[config.mk]
export PLATFORM = sky130hd
export DESIGN_NAME = dcache_dm_flat
export DESIGN_NICKNAME = d
export VERILOG_FILES = /design/src/rtl/dcache_pkg.sv /design/src/rtl/dcache_if.sv /design/src/rtl/dcache_array.sv /design/src/rtl/dcache_dm.sv /design/src/flat_wrapper.sv
export SDC_FILE = /design/constraint.sdc
export NUM_CORES = 2
export LEC_CHECK = 0
export CELL_PAD_IN_SITES_DETAIL_PLACEMENT = 0
export CELL_PAD_IN_SITES_GLOBAL_PLACEMENT = 1
export CORE_MARGIN = 4
export CORE_UTILIZATION = 40
export CTS_CLUSTER_SIZE = 40
export DETAILED_ROUTE_END_ITERATION = 6
export DONT_BUFFER_PORTS = 1
export MAX_ROUTING_LAYER = met4
export PLACE_DENSITY_LB_ADDON = 0.1
export SETUP_SLACK_MARGIN = 0.05
export SKIP_CTS_REPAIR_TIMING = 1
export SLEW_MARGIN = 20
export SYNTH_ARGS = -nofsm -noshare
export SYNTH_HDL_FRONTEND = slang
export SYNTH_SLANG_ARGS = --single-unit
[constraint.sdc]
create_clock -name clock -period 13.6 [get_ports clock]
set_input_delay 4.08 -clock clock [delete_from_list [all_inputs] [get_ports clock]]
set_output_delay 4.08 -clock clock [all_outputs]
set_load 0.005 [all_outputs]
[src/rtl/dcache_pkg.sv]
// Shared definitions for the direct-mapped data cache: FSM state encoding,
// memory-direction constants and address-field width helpers.
package dcache_pkg;

    localparam logic [1:0] IDLE   = 2'd0;
    localparam logic [1:0] REFILL = 2'd1;
    localparam logic [1:0] WRITE  = 2'd2;
    localparam logic [1:0] WDONE  = 2'd3;

    localparam logic MEM_READ  = 1'b0;
    localparam logic MEM_WRITE = 1'b1;

    function automatic int word_bits(input int line_words);
        return $clog2(line_words);
    endfunction

    function automatic int index_bits(input int lines);
        return $clog2(lines);
    endfunction

    function automatic int tag_bits(input int addr_w, input int lines, input int line_words);
        return addr_w - 2 - $clog2(lines) - $clog2(line_words);
    endfunction

    // Selector width that never collapses to zero bits (LINE_WORDS may be 1).
    function automatic int sel_bits(input int n);
        return (n > 1) ? $clog2(n) : 1;
    endfunction

endpackage

[src/rtl/dcache_if.sv]
// CPU data port and memory port of the cache, bundled for connection.
interface dcache_if #(
    parameter int ADDR_W = 32
);
    logic              cpu_read;
    logic              cpu_write;
    logic [ADDR_W-1:0] cpu_addr;
    logic [31:0]       cpu_wdata;
    logic [31:0]       cpu_rdata;
    logic              stall;
    logic              mem_req;
    logic              mem_we;
    logic [ADDR_W-1:0] mem_addr;
    logic [31:0]       mem_wdata;
    logic [31:0]       mem_rdata;
    logic              mem_ack;

    modport slave (
        input  cpu_read, cpu_write, cpu_addr, cpu_wdata, mem_rdata, mem_ack,
        output cpu_rdata, stall, mem_req, mem_we, mem_addr, mem_wdata
    );

    modport master (
        output cpu_read, cpu_write, cpu_addr, cpu_wdata, mem_rdata, mem_ack,
        input  cpu_rdata, stall, mem_req, mem_we, mem_addr, mem_wdata
    );
endinterface

[src/rtl/dcache_array.sv]
// Valid/tag/data storage: combinational read of one word plus its line's
// tag and valid; synchronous word, tag and valid writes; bulk valid clear.
module dcache_array
    import dcache_pkg::*;
#(
    parameter int LINES      = 16,
    parameter int LINE_WORDS = 4,
    parameter int TAG_W      = 24,
    localparam int IDX_W     = index_bits(LINES),
    localparam int WSEL_W    = sel_bits(LINE_WORDS)
) (
    input  logic              clock,
    input  logic              clear_all_i,
    input  logic [IDX_W-1:0]  rd_index_i,
    input  logic [WSEL_W-1:0] rd_word_i,
    output logic [TAG_W-1:0]  rd_tag_o,
    output logic              rd_valid_o,
    output logic [31:0]       rd_data_o,
    input  logic [IDX_W-1:0]  wr_index_i,
    input  logic [WSEL_W-1:0] wr_word_i,
    input  logic [31:0]       wr_data_i,
    input  logic              data_we_i,
    input  logic [TAG_W-1:0]  wr_tag_i,
    input  logic              tag_we_i,
    input  logic              inv_i
);

    logic [LINES-1:0] valid_q;
    logic [TAG_W-1:0] tag_q  [LINES];
    logic [31:0]      data_q [LINES][LINE_WORDS];

    assign rd_tag_o   = tag_q[rd_index_i];
    assign rd_valid_o = valid_q[rd_index_i];
    assign rd_data_o  = data_q[rd_index_i][rd_word_i];

    always_ff @(posedge clock) begin
        if (clear_all_i) begin
            valid_q <= '0;
        end else if (tag_we_i) begin
            valid_q[wr_index_i] <= 1'b1;
        end else if (inv_i) begin
            valid_q[wr_index_i] <= 1'b0;
        end
    end

    // NOTE: tag and data storage is never reset; a clear valid bit is what keeps stale contents unused.
    always_ff @(posedge clock) begin
        if (tag_we_i) tag_q[wr_index_i] <= wr_tag_i;
        if (data_we_i) data_q[wr_index_i][wr_word_i] <= wr_data_i;
    end

endmodule

[src/rtl/dcache_dm.sv]
// Direct-mapped, blocking, write-through / no-write-allocate data cache.
// Define DCACHE_STATS_EN to add the hit_count / miss_count statistics outputs.
module dcache_dm
    import dcache_pkg::*;
#(
    parameter int LINES      = 16,
    parameter int LINE_WORDS = 4,
    parameter int ADDR_W     = 32
) (
    input  logic        clock,
    input  logic        reset,
    dcache_if.slave     bus
`ifdef DCACHE_STATS_EN
    ,
    output logic [31:0] hit_count,
    output logic [31:0] miss_count
`endif
);

    localparam int WORD_W = word_bits(LINE_WORDS);
    localparam int IDX_W  = index_bits(LINES);
    localparam int TAG_W  = tag_bits(ADDR_W, LINES, LINE_WORDS);
    localparam int WSEL_W = sel_bits(LINE_WORDS);

    function automatic logic [IDX_W-1:0] idx_of(input logic [ADDR_W-1:0] a);
        return IDX_W'((a >> (2 + WORD_W)) & ADDR_W'(LINES - 1));
    endfunction

    function automatic logic [WSEL_W-1:0] word_of(input logic [ADDR_W-1:0] a);
        return WSEL_W'((a >> 2) & ADDR_W'(LINE_WORDS - 1));
    endfunction

    function automatic logic [TAG_W-1:0] tag_of(input logic [ADDR_W-1:0] a);
        return TAG_W'(a >> (2 + WORD_W + IDX_W));
    endfunction

    logic [1:0]        state_q, state_d;
    logic [WSEL_W-1:0] cnt_q, cnt_d;
    logic [ADDR_W-1:0] addr_q, addr_d;
    logic [31:0]       wdata_q, wdata_d;

    logic [ADDR_W-1:0] sel_addr;
    logic [TAG_W-1:0]  rd_tag;
    logic              rd_valid;
    logic [31:0]       rd_data;
    logic              hit;
    logic              data_we, tag_we, inv;

    // The WRITE state probes the array with its latched address to decide whether to update.
    assign sel_addr = (state_q == WRITE) ? addr_q : bus.cpu_addr;
    assign hit      = rd_valid && (rd_tag == tag_of(sel_addr));

    dcache_array #(
        .LINES      (LINES),
        .LINE_WORDS (LINE_WORDS),
        .TAG_W      (TAG_W)
    ) u_array (
        .clock       (clock),
        .clear_all_i (!reset),
        .rd_index_i  (idx_of(sel_addr)),
        .rd_word_i   (word_of(sel_addr)),
        .rd_tag_o    (rd_tag),
        .rd_valid_o  (rd_valid),
        .rd_data_o   (rd_data),
        .wr_index_i  ((state_q == IDLE) ? idx_of(bus.cpu_addr) : idx_of(addr_q)),
        .wr_word_i   ((state_q == REFILL) ? cnt_q : word_of(addr_q)),
        .wr_data_i   ((state_q == REFILL) ? bus.mem_rdata : wdata_q),
        .data_we_i   (data_we),
        .wr_tag_i    (tag_of(addr_q)),
        .tag_we_i    (tag_we),
        .inv_i       (inv)
    );

    // NOTE: every signal written here gets a default first, so no path can infer a latch.
    always_comb begin
        state_d       = state_q;
        cnt_d         = cnt_q;
        addr_d        = addr_q;
        wdata_d       = wdata_q;
        data_we       = 1'b0;
        tag_we        = 1'b0;
        inv           = 1'b0;
        bus.stall     = 1'b0;
        bus.cpu_rdata = '0;
        case (state_q)
            IDLE: begin
                if (bus.cpu_write) begin
                    bus.stall = 1'b1;
                    addr_d    = bus.cpu_addr & ~ADDR_W'(3);
                    wdata_d   = bus.cpu_wdata;
                    state_d   = WRITE;
                end else if (bus.cpu_read) begin
                    if (hit) begin
                        bus.cpu_rdata = rd_data;
                    end else begin
                        bus.stall = 1'b1;
                        inv       = 1'b1;
                        addr_d    = bus.cpu_addr & ~ADDR_W'(LINE_WORDS * 4 - 1);
                        cnt_d     = '0;
                        state_d   = REFILL;
                    end
                end
            end
            REFILL: begin
                bus.stall = 1'b1;
                if (bus.mem_ack) begin
                    data_we = 1'b1;
                    cnt_d   = cnt_q + 1'b1;
                    if (cnt_q == WSEL_W'(LINE_WORDS - 1)) begin
                        tag_we  = 1'b1;
                        cnt_d   = '0;
                        state_d = IDLE;
                    end
                end
            end
            WRITE: begin
                bus.stall = 1'b1;
                if (bus.mem_ack) begin
                    data_we = hit;
                    state_d = WDONE;
                end
            end
            default: state_d = IDLE;
        endcase
    end

    // NOTE: sequential state uses non-blocking assignments so every register samples pre-edge values.
    always_ff @(posedge clock) begin
        if (!reset) begin
            state_q <= IDLE;
            cnt_q   <= '0;
            addr_q  <= '0;
            wdata_q <= '0;
        end else begin
            state_q <= state_d;
            cnt_q   <= cnt_d;
            addr_q  <= addr_d;
            wdata_q <= wdata_d;
        end
    end

    assign bus.mem_req   = (state_q == REFILL) || (state_q == WRITE);
    assign bus.mem_we    = (state_q == WRITE) ? MEM_WRITE : MEM_READ;
    assign bus.mem_addr  = addr_q | (ADDR_W'(cnt_q) << 2);
    assign bus.mem_wdata = wdata_q;

`ifdef DCACHE_STATS_EN
    logic [31:0] hit_q, miss_q;
    logic        rd_idle;

    assign rd_idle = (state_q == IDLE) && bus.cpu_read && !bus.cpu_write;

    always_ff @(posedge clock) begin
        if (!reset) begin
            hit_q  <= '0;
            miss_q <= '0;
        end else begin
            if (rd_idle && hit)  hit_q  <= hit_q + 32'd1;
            if (rd_idle && !hit) miss_q <= miss_q + 32'd1;
        end
    end

    assign hit_count  = hit_q;
    assign miss_count = miss_q;
`endif

endmodule

[src/flat_wrapper.sv]
// flat-port wrapper written by rule: the top's interface ports become plain ports
module dcache_dm_flat import dcache_pkg::*;
#(
    parameter int LINES      = 16,
    parameter int LINE_WORDS = 4,
    parameter int ADDR_W     = 32
)
  (clock, reset, bus_cpu_read, bus_cpu_write, bus_cpu_addr, bus_cpu_wdata, bus_mem_rdata, bus_mem_ack, bus_cpu_rdata, bus_stall, bus_mem_req, bus_mem_we, bus_mem_addr, bus_mem_wdata);
  dcache_if #(.ADDR_W(ADDR_W)) bus_i ();
  input  logic clock;
  input  logic reset;
  input wire logic [$bits(bus_i.cpu_read)-1:0] bus_cpu_read;
  input wire logic [$bits(bus_i.cpu_write)-1:0] bus_cpu_write;
  input wire logic [$bits(bus_i.cpu_addr)-1:0] bus_cpu_addr;
  input wire logic [$bits(bus_i.cpu_wdata)-1:0] bus_cpu_wdata;
  input wire logic [$bits(bus_i.mem_rdata)-1:0] bus_mem_rdata;
  input wire logic [$bits(bus_i.mem_ack)-1:0] bus_mem_ack;
  output wire logic [$bits(bus_i.cpu_rdata)-1:0] bus_cpu_rdata;
  output wire logic [$bits(bus_i.stall)-1:0] bus_stall;
  output wire logic [$bits(bus_i.mem_req)-1:0] bus_mem_req;
  output wire logic [$bits(bus_i.mem_we)-1:0] bus_mem_we;
  output wire logic [$bits(bus_i.mem_addr)-1:0] bus_mem_addr;
  output wire logic [$bits(bus_i.mem_wdata)-1:0] bus_mem_wdata;
  assign bus_i.cpu_read = bus_cpu_read;
  assign bus_i.cpu_write = bus_cpu_write;
  assign bus_i.cpu_addr = bus_cpu_addr;
  assign bus_i.cpu_wdata = bus_cpu_wdata;
  assign bus_i.mem_rdata = bus_mem_rdata;
  assign bus_i.mem_ack = bus_mem_ack;
  assign bus_cpu_rdata = bus_i.cpu_rdata;
  assign bus_stall = bus_i.stall;
  assign bus_mem_req = bus_i.mem_req;
  assign bus_mem_we = bus_i.mem_we;
  assign bus_mem_addr = bus_i.mem_addr;
  assign bus_mem_wdata = bus_i.mem_wdata;
  dcache_dm #(.LINES(LINES), .LINE_WORDS(LINE_WORDS), .ADDR_W(ADDR_W)) u_core (.clock(clock), .reset(reset), .bus(bus_i));
endmodule
==> results.tsv <==
stage	metric	value	unit
yosys	ys async rst share	0	%
yosys	synthesized area per cell	17.8	µm²
detailed_routing	1st-iter DRT viols	5081	
power_and_ir_drop	LEAKAGE	0.0370	µW
yosys	top cells by count, synth	edfxtp_1 (2432), nand2_1 (737), mux4_2 (523)	
global_route	initial antenna violation count	19	
yosys	most common cell in the synthesized netlist	edfxtp_1	
worst_setup_path	CP peak stage delay	0.68	ns
clocking	root buf cell	clkbuf_16	
floorplan	die area	260000	µm²
worst_setup_path	cells along the critical path	mux2i_4 -> buf_4 -> nor3_1 -> o221a_2 -> a2111oi_0 -> mux2i_1 -> nand3_1 -> or4b_1 -> or4_1 -> or4_2 -> buf_12 -> nor3_1 -> buf_4 -> buf_4	
placement	# placed instances	8911	
power_and_ir_drop	logic gate share of total power	25.6	%
detailed_routing	DR vias	54500	
floorplan	Initial Utilization	40.3	%
power_and_ir_drop	Clk network pwr share	32.2	%
detailed_routing	DR WL/cell	32.3	µm
floorplan	Top Ports	200	
yosys	Main synth FF type	edfxtp_1	
detailed_routing	post-route ant nets	0	
clocking	worst-skew pair later-pin latency	0.93	ns
worst_setup_path	worst endpoint required time	9.52	ns
yosys	register area share after synthesis	74.2	%
sta	skew final	0.0644	ns
placement	dpl hpwl	164000	µm
global_route	vias in the first global route	55400	
detailed_routing	drt drc	0	
floorplan	Die W	509	µm
worst_setup_path	Crit path top cell by count	buf_4	
yosys	cell taking the most area after synthesis	edfxtp_1	
cells_and_area	Net count, final	5982	
sta	Max Fclk	78.2	MHz
clocking	H-tree depth	5	
hold_path	HP Class	flip-flop to flip-flop	
floorplan	row count	183	
power_and_ir_drop	sequential share of power	42.2	%
sta	crit share post-route	94.0	%
global_route	GRT overflow	0	
power_and_ir_drop	Net Sw Frac	31.4	%
cells_and_area	storage element area	74700	µm²
detailed_routing	via-per-instance ratio	5.79	
power_and_ir_drop	NetSw	7080	µW
cells_and_area	non-filler instance count after layout	9406	
sta	Max Slew Vio Count	0	
detailed_routing	DR pass1 iterations	5	
yosys	post-synthesis register bit count	2514	
cells_and_area	Area Growth Syn to Fin	14.3	%
floorplan	Placeable Area	249000	µm²
global_route	first-pass GRT wire length	427000	µm
worst_setup_path	crit start category	primary input	
global_route	largest net degree at the start of global routing	113	
global_route	Tot GR Track Use	23.9	%
clocking	CTS sink count	2514	
worst_setup_path	Crit Path Category	primary input to primary output	
sta	Least-Margin Pin Slew	1.20	ns
sta	Final Hold Vio Count	0	
run	number of max-cap violations	0	
clocking	CTS buffer count	293	
yosys	Synth Instances	5641	
clocking	CTS tree	yes	
placement	Port-buffer cells	0	
cells_and_area	Multi-input gate area	24600	µm²
yosys	Yosys cell types	82	
worst_setup_path	critical-path cell with the highest stage delay	a2111oi_0	
power_and_ir_drop	Pint	15500	µW
status	status	finished clean	
clocking	clk slew on worst S/H paths	0.05	ns
floorplan	die height	509	µm
placement	GP Congestion	0.835	
power_and_ir_drop	Power Density	196	nW/µm²
yosys	Mapped Area	101000	µm²
sta	Final Critical Period	12.79	ns
worst_setup_path	CP Capture Type	primary output	
sta	final setup vio count	0	
worst_setup_path	Critical Path Fanout Max	109	
worst_setup_path	worst path arrival time	8.71	ns
cells_and_area	share of layout cells above drive strength 1	22.7	%
detailed_routing	WL final	304000	µm
yosys	synth top area cells	edfxtp_1 (73%), mux4_2 (12%), nand2_1 (2.8%)	
yosys	yosys warns	0	
yosys	Post-synth EDFFs	2432	
sta	Max-slew headroom	19.6	%
sta	Post-Route Setup TNS	0	ns
power_and_ir_drop	Max VDD drop	226	µV
sta	RSZ-0062 raised after global routing	false	
yosys	Synth top area share	72.6	%
clocking	Clock Tree Buf Depth	4	
cells_and_area	# fillers	21400	
sta	worst hold margin	0.491	ns
==> power groups by stage <==
stage / Combinational [µW] / Clock, µW / Sequential (µW)
after detailed placement: 5870 / 0 / 9700
after CTS: 5880 / 7440 / 9530
after floorplan: 3360 / 0 / 9590
after global placement: 5810 / 0 / 9690
final: 5770 / 7260 / 9530
after global routing: 6150 / 7780 / 9550
==> registers in the layout, summed over array words and instances, names as in the netlist, named ones only <==
| register | flops |
|---|---|
| u_core.u_array.data_q | 2048 |
| u_core.u_array.tag_q | 384 |
| u_core.addr_q | 30 |
| u_core.cnt_q | 2 |
| u_core.state_q | 2 |
| u_core.bus.mem_wdata | 32 |
==> layout by cell type, fill, tap and decap left out, types with 9 or more instances in the layout <==
cell type and n:
o21ai_0 130, nand3_1 152, xor2_1 9, a22o_1 10
o21a_1 20, o211ai_1 38, o22a_1 19, nor2_4 16
a311oi_1 132, clkinv_2 32, buf_4 318, dfxtp_1 81
nand2_1 737, nor3_2 64, a221oi_1 11, and3_1 69
nor3_1 55, mux2i_1 73, a22oi_1 19, o22ai_1 37
clkbuf_1 74, mux2_2 46, nor2b_1 33, a32oi_1 9
o31ai_1 13, clkinv_1 59, mux4_2 523, a21oi_1 85
nor2_1 181, o31a_1 21, inv_1 14, clkbuf_16 301
nand2b_1 51, bufinv_16 10, buf_12 20, edfxtp_1 2432
==> per-stage QoR <==
step | setup slack (ns) | util, % | total power [µW] | instance area [µm²]
6_report | 0.813 | 46.1 | 22600 | 115000
2_1_floorplan | 1.97 | - | 13000 | 101000
4_1_cts | 0.845 | 46.1 | 22900 | 115000
3_3_place_gp | 0.896 | 42.6 | 15500 | 106000
5_1_grt | 0.754 | 46.1 | 23500 | 115000
3_5_place_dp | 0.889 | 42.6 | 15600 | 106000
==> final cells by class <==
| class | instances | share of cell area (%) |
|---|---|---|
| antenna | 4 | 0.00870 |
| timing repair buffer | 338 | 2.42 |
| inverter | 14 | 0.0457 |
| sequential | 2514 | 64.9 |
| clock buffer | 379 | 6.84 |
| multi-input combinational | 2715 | 21.4 |
| clock inverter | 112 | 0.701 |
| tap | 3330 | 3.62 |
==> cell families (layout without fill, tap and decap cells) <==
| logic type | after synthesis | in the layout | synth area share [%] |
|---|---|---|---|
| DFF | 2514 | 2514 | 74.2 |
| other | 1 | 6 | 0.00373 |
| buffers and inverters | 413 | 843 | 1.88 |
| adders and majority gates | 5 | 5 | 0.0622 |
| AOI/OAI and AO/OA | 627 | 627 | 4.42 |
| muxes | 652 | 652 | 13.1 |
| and+or+nand+nor | 1417 | 1417 | 6.22 |
| xor gates and xnor gates | 12 | 12 | 0.104 |
==> worst max-delay path, delay by kind of cell <==
kind	cells	cell delay (ns)
multiplexers	2	0.66
AO/OA/AOI/OAI	2	0.91
AND/OR/NAND/NOR	6	2.11
buffers and inverters	4	0.74
==> path summary, 6_finish.rpt <==
path	depth (start not counted)	endpoint	from	slack, ns
hold / removal	2	u_core.bus.mem_wdata[7]	u_core.bus.mem_wdata[7]	0.49
setup reg to reg	17	u_core.u_array.data_q[6][51]	u_core.state_q[0]	5.99
hold reg to reg	2	u_core.bus.mem_wdata[7]	u_core.bus.mem_wdata[7]	0.49
setup / recovery	14	bus_cpu_rdata[23]	bus_cpu_addr[4]	0.81
==> metal layers <==
metal | up-vias | GRT usage, % | share of wire (%)
met5 | - | - | 0
met4 | 0 | 6.17 | 2.5
met2 | 1635 | 38.3 | 49
met1 | 29300 | 32.5 | 43
met3 | 398 | 3.44 | 5.4
li1 | 23100 | - | -
No activity file was read; power rests on OpenSTA's default activity.
